File: src/rtl/pipeline_control.sv
// pipeline_control
//   Central stall/flush sequencer for the five-stage pipeline. Arbitrates the
//   hazard and resource requests from ID, EX and MEM, drives per-latch hold
//   (stall) and bubble (flush) enables, runs the multi-cycle divide sequencer
//   and raises the exception redirect.
//
// Ports
//   clock               rising-edge clock
//   reset               asynchronous, active-low; 0 clears state and forces
//                       every output to 0
//   id_stall_request    load-use hazard detected in ID
//   ex_divide_start     EX holds div/divu (level, held while it sits in EX)
//   mem_stall_request   data memory not ready
//   mem_exception       instruction in MEM raised an exception
//   stall[4:0]          hold enables: [0] PC, [1] if_id, [2] id_ex,
//                       [3] ex_mem, [4] mem_wb
//   flush[4:0]          bubble enables, same indexing; [0] is always 0
//   divide_ready        one-cycle pulse, divider result valid this cycle
//   pc_redirect_enable  load pc_redirect_address into PC
//   pc_redirect_address EXCEPTION_VECTOR when redirecting, else 0
//   debug_state         current sequencer state (0 = RUN, 1 = DIVIDE)
//
// Request interface: every request is a plain level sampled in the same cycle
// it is raised; the controls it produces are valid in that cycle. There is no
// handshake - a requester keeps its request high for as long as it needs it.
module pipeline_control #(
    parameter int          DIVIDE_CYCLES    = 32,
    parameter logic [31:0] EXCEPTION_VECTOR = 32'h0000_0020,
    localparam int         COUNT_W          = $clog2(DIVIDE_CYCLES)
) (
    input  logic        clock,
    input  logic        reset,
    input  logic        id_stall_request,
    input  logic        ex_divide_start,
    input  logic        mem_stall_request,
    input  logic        mem_exception,
    output logic [4:0]  stall,
    output logic [4:0]  flush,
    output logic        divide_ready,
    output logic        pc_redirect_enable,
    output logic [31:0] pc_redirect_address,
    output logic        debug_state
);

    typedef enum logic {
        RUN    = 1'b0,
        DIVIDE = 1'b1
    } state_t;

    state_t               state;
    logic   [COUNT_W-1:0] count;
    logic                 divide_active;

    // The divide stall covers the start cycle in RUN plus every DIVIDE cycle
    // with a nonzero count; the count==0 cycle is the result cycle.
    assign divide_active = (state == RUN    && ex_divide_start) ||
                           (state == DIVIDE && count != '0);

    assign debug_state = (state == DIVIDE);

    always_comb begin
        stall               = 5'b00000;
        flush               = 5'b00000;
        divide_ready        = 1'b0;
        pc_redirect_enable  = 1'b0;
        pc_redirect_address = 32'h0000_0000;
        if (!reset) begin
            // Outputs held at 0 while in reset, regardless of requests.
        end else if (mem_exception) begin
            flush               = 5'b11110;
            pc_redirect_enable  = 1'b1;
            pc_redirect_address = EXCEPTION_VECTOR;
        end else if (mem_stall_request) begin
            stall = 5'b01111;
            flush = 5'b10000;
        end else if (divide_active) begin
            stall = 5'b00111;
            flush = 5'b01000;
        end else begin
            // Result cycle of a divide; a load-use stall may coexist with it.
            divide_ready = (state == DIVIDE);
            if (id_stall_request) begin
                stall = 5'b00011;
                flush = 5'b00100;
            end
        end
    end

    always_ff @(posedge clock or negedge reset) begin
        if (!reset) begin
            state <= RUN;
            count <= '0;
        end else if (mem_exception) begin
            // Abort any divide in flight; the result is never delivered.
            state <= RUN;
            count <= '0;
        end else if (mem_stall_request) begin
            // Frozen: each MEM stall cycle lengthens a divide by one cycle.
            state <= state;
            count <= count;
        end else begin
            case (state)
                RUN: begin
                    if (ex_divide_start) begin
                        state <= DIVIDE;
                        count <= COUNT_W'(DIVIDE_CYCLES - 1);
                    end
                end
                DIVIDE: begin
                    // ex_divide_start is ignored here so the held
                    // instruction cannot retrigger the sequencer.
                    if (count != '0) begin
                        count <= count - COUNT_W'(1);
                    end else begin
                        state <= RUN;
                    end
                end
                default: begin
                    state <= RUN;
                    count <= '0;
                end
            endcase
        end
    end

endmodule
File: config.mk
export PLATFORM = sky130hd
export DESIGN_NAME = pipeline_control
export DESIGN_NICKNAME = d
export VERILOG_FILES = /design/src/rtl/pipeline_control.sv
export SDC_FILE = /design/constraint.sdc
export NUM_CORES = 1
export LEC_CHECK = 0
export ABC_AREA = 0
export CORE_MARGIN = 1.5
export CORE_UTILIZATION = 38
export DETAILED_ROUTE_END_ITERATION = 8
export PLACE_DENSITY = 0.86
export SYNTH_ARGS = -nofsm -noshare
export SYNTH_HDL_FRONTEND = slang
export SYNTH_SLANG_ARGS = --single-unit
File: constraint.sdc
create_clock -name clock -period 3.78 [get_ports clock]
set_clock_uncertainty 0.1 [all_clocks]
set_input_delay 0.945 -clock clock [delete_from_list [all_inputs] [get_ports clock]]
set_output_delay 0.945 -clock clock [all_outputs]
set_load 0.1 [all_outputs]
==> flow_summary.yaml <==
status:
  status: "complete, no violations"
floorplan:
  die_w_um: 47.2
  dieArea_um2: 2230
  rows: 15
  die_h_um: 47.2
  start_util_pct: 41.6
  core_um2: 1780
  io_pins: 51
grt:
  grt_pass1_wl_um: 2160
  grt_overflow: 0
  track_usage_pct: 14.3
  grt_pass1_vias: 441
  antenna_found_initial: 0
  grt_start_max_net_pins: 12
cells_and_area:
  final-seq-area_um2: 150
  final_cell_area_um2: 938
  final_util_pct: 52.6
  multiInputGateArea_um2: 412
  area_growth_pct: 26.5
  finalNetCount: 114
  drive_gt1_share_pct: 21.9
  antenna_cells: 0
  final_cells: 130
  nFillCells: 164
sta:
  setup-violations-final: 0
  period_share_pct: 91.8
  tns_ps: 0
  layout_min_cycle_time_ps: 3470
  rsz0062_at_grt: "false"
  slew_viol_final: 0
  hold_violations: 0
  timing.hold.ws_ps: 429
  max_freq_mhz: 288
synth:
  syn_area_per_cell_um2: 8.34
  synth_mux_area_share_pct: 0
  yosys_warnings: 0
  ys_ff_latch: 6
  synth_top_family_by_area: "buffers and inverters"
  yosys.area_share.adder_pct: 1.69
  yosysUniqueCellTypes: 28
  synth_top_area_cell: "buf_4"
  syn-cell-area_um2: 742
  synth-compound-area-share_pct: 20.9
  synth-xor-area-share_pct: 0
  seq_area_frac_synth_pct: 20.2
  yosysTopAreaCellShare_pct: 38.4
  synthSimpleGateAreaFrac_pct: 14.7
  synth_area_leaders: "buf_4 38%, dfrtp_1 20%, a311oi_1 5.9%, nor4b_4 3.2%, inv_1 3.0%"
  syn_inst: 89
worst_setup_path:
  path_cells: "clkdlybuf4s50_1 > nor2b_1 > and4_1 > buf_12"
  crit_cells: 4
  cpLargestDelayFamily: "simple AND/OR/NAND/NOR gates"
  endpoint_kind: "output pin"
  critical_path.startpoint_type: "primary input"
  worstPathArrival_ps: 2430
  r2r_cells: 5
  slowest_stage: "clkdlybuf4s50_1"
  critPathKind: "in2out"
  reg2reg_slack_ps: 1950
  cp.required_ps: 2730
  reg2reg_from: "count[0]$_DFFE_PN0P_"
  crit_fanout: 7
  critical_path_buf_inv_count: 2
  timing.rr.end: "count[2]$_DFFE_PN0P_"
  slowest_delay_ps: 530
power_and_ir_drop:
  p_leak_uw: 0.000454
  p_sw_uw: 264
  seqPwrFrac_pct: 19.2
  comb_power_share_pct: 67.0
  power.density_nw_per_um2: 452
  power_frac_clock_pct: 13.8
  peakVddDrop_uv: 236
  switching_share_pct: 62.3
  p_int_uw: 160
clock_tree:
  cts_hold_buf: 0
  clkTransAtPathRegs_ps: 50
  htree_levels: 1
  cts_setup_buffers: 0
  clkSinkCount: 6
  tritoncts: "done"
  cts_buffers: 3
  cts_max_path_buffers: 2
  clockRootBuffer: "clkbuf_4"
  clk_latency_ps: 240
  cts_resized: 0
place:
  hpwl_um: 1160
  place_congestion: 0.897
  port_buffers: 17
  dp.cells: 127
  dpl_cell_area_um2: 916
drt:
  via_count: 583
  via_per_inst: 4.48
  post_drt_wl_per_cell_um: 11.3
  dr.pass1.iters: 4
  drt_iter0_drc: 5
  wl_um: 1470
  drt_drc_violations_left: 0
  antenna_left: 0
run:
  maxCapViolCount: 0
min_path:
  holdPathStages: 1
  hp-start: "count[1]$_DFFE_PN0P_"
  hold-path-endpoint: "count[1]$_DFFE_PN0P_"
  hold_class: "reg2reg"
==> power by group through the flow <==
stage | combinational [uW] | clock [uW] | sequential, uW
global placement | 281 | 0 | 81.2
floorplan | 262 | 0 | 83.8
detailed placement | 283 | 0 | 82.1
global route | 294 | 65.5 | 82.9
CTS | 284 | 61.9 | 81.2
finish | 284 | 58.5 | 81.5
==> stage by stage <==
stage | setup WS (ps) | power [uW]
2_1_floorplan | 37.3 | 346
3_3_place_gp | 341 | 362
5_1_grt | 219 | 443
4_1_cts | 325 | 427
6_report | 310 | 424
3_5_place_dp | 336 | 365
==> worst register-to-register path, cell delays in order, from the launching register on <==
cell and delay (ps):
dfrtp_1 400, inv_1 90, ha_1 260, or4b_4 500
a311oi_1 270, a311oi_1 80
==> synth_stat cells <==
cell and number:
nand2_1 4, buf_4 38, nor2_1 3, a21boi_0 1, o21bai_1 1, o21ai_0 1
and4_1 1, o21a_1 3, a21oi_1 2, a211oi_1 1, o21ba_2 1, nand2b_1 1
a31oi_1 1, nor2b_1 2, inv_1 6, ha_1 1, conb_1 1, o41ai_1 1
dfrtp_1 6, clkbuf_1 1, o31ai_1 1, nor3_1 2, o311a_1 1, a221oi_1 1
a311oi_1 5, nor4b_4 1, nor3b_1 1, or4b_4 1
==> cell usage in the layout, fill, tap and decap left out, drive strengths merged, types with 2 or more instances in the layout <==
cell type      count
a21oi              2
a311oi             5
buf               15
clkbuf             3
clkdlybuf4s50      5
conb              33
dfrtp              6
inv                6
nand2              4
nor2               3
nor2b              2
nor3               2
o21a               3
==> logic make-up (layout without fill, tap and decap cells) <==
kind of cell,Yosys count,count (layout)
AO/OA/AOI/OAI,20,20
flip-flops,6,6
adder cells (fa/ha/maj),1,1
buffers and inverters,45,29
AND/OR/NAND/NOR,16,16
other,1,33
==> registers in the layout, summed over array words and instances, names as in the netlist <==
signal	count
count	5
debug_state	1
==> layer usage <==
layer | global-route usage [%] | vias up | share of wire [%]
li1 | - | 276 | -
met4 | 1.67 | 0 | 0
met5 | 0 | - | 0
met1 | 23.4 | 277 | 47
met2 | 17.3 | 30 | 47
met3 | 6.15 | 0 | 6.2
==> cell type report <==
class | count | area share [%]
sequential | 6 | 16.0
tap | 25 | 3.33
inverter | 6 | 2.40
clock buffer | 3 | 2.40
multi-input combinational | 70 | 43.9
timing repair buffer | 20 | 32.0
==> worst max-delay path by stage <==
stage / startpoint / endpoint
final: mem_stall_request / divide_ready
after global routing: mem_stall_request / divide_ready
after global placement: mem_stall_request / flush[3]
after detailed placement: mem_stall_request / divide_ready
after floorplan: debug_state$_DFFE_PN0P_ / stall[1]
after CTS: mem_stall_request / divide_ready
No activity file was read; power rests on OpenSTA's default activity.
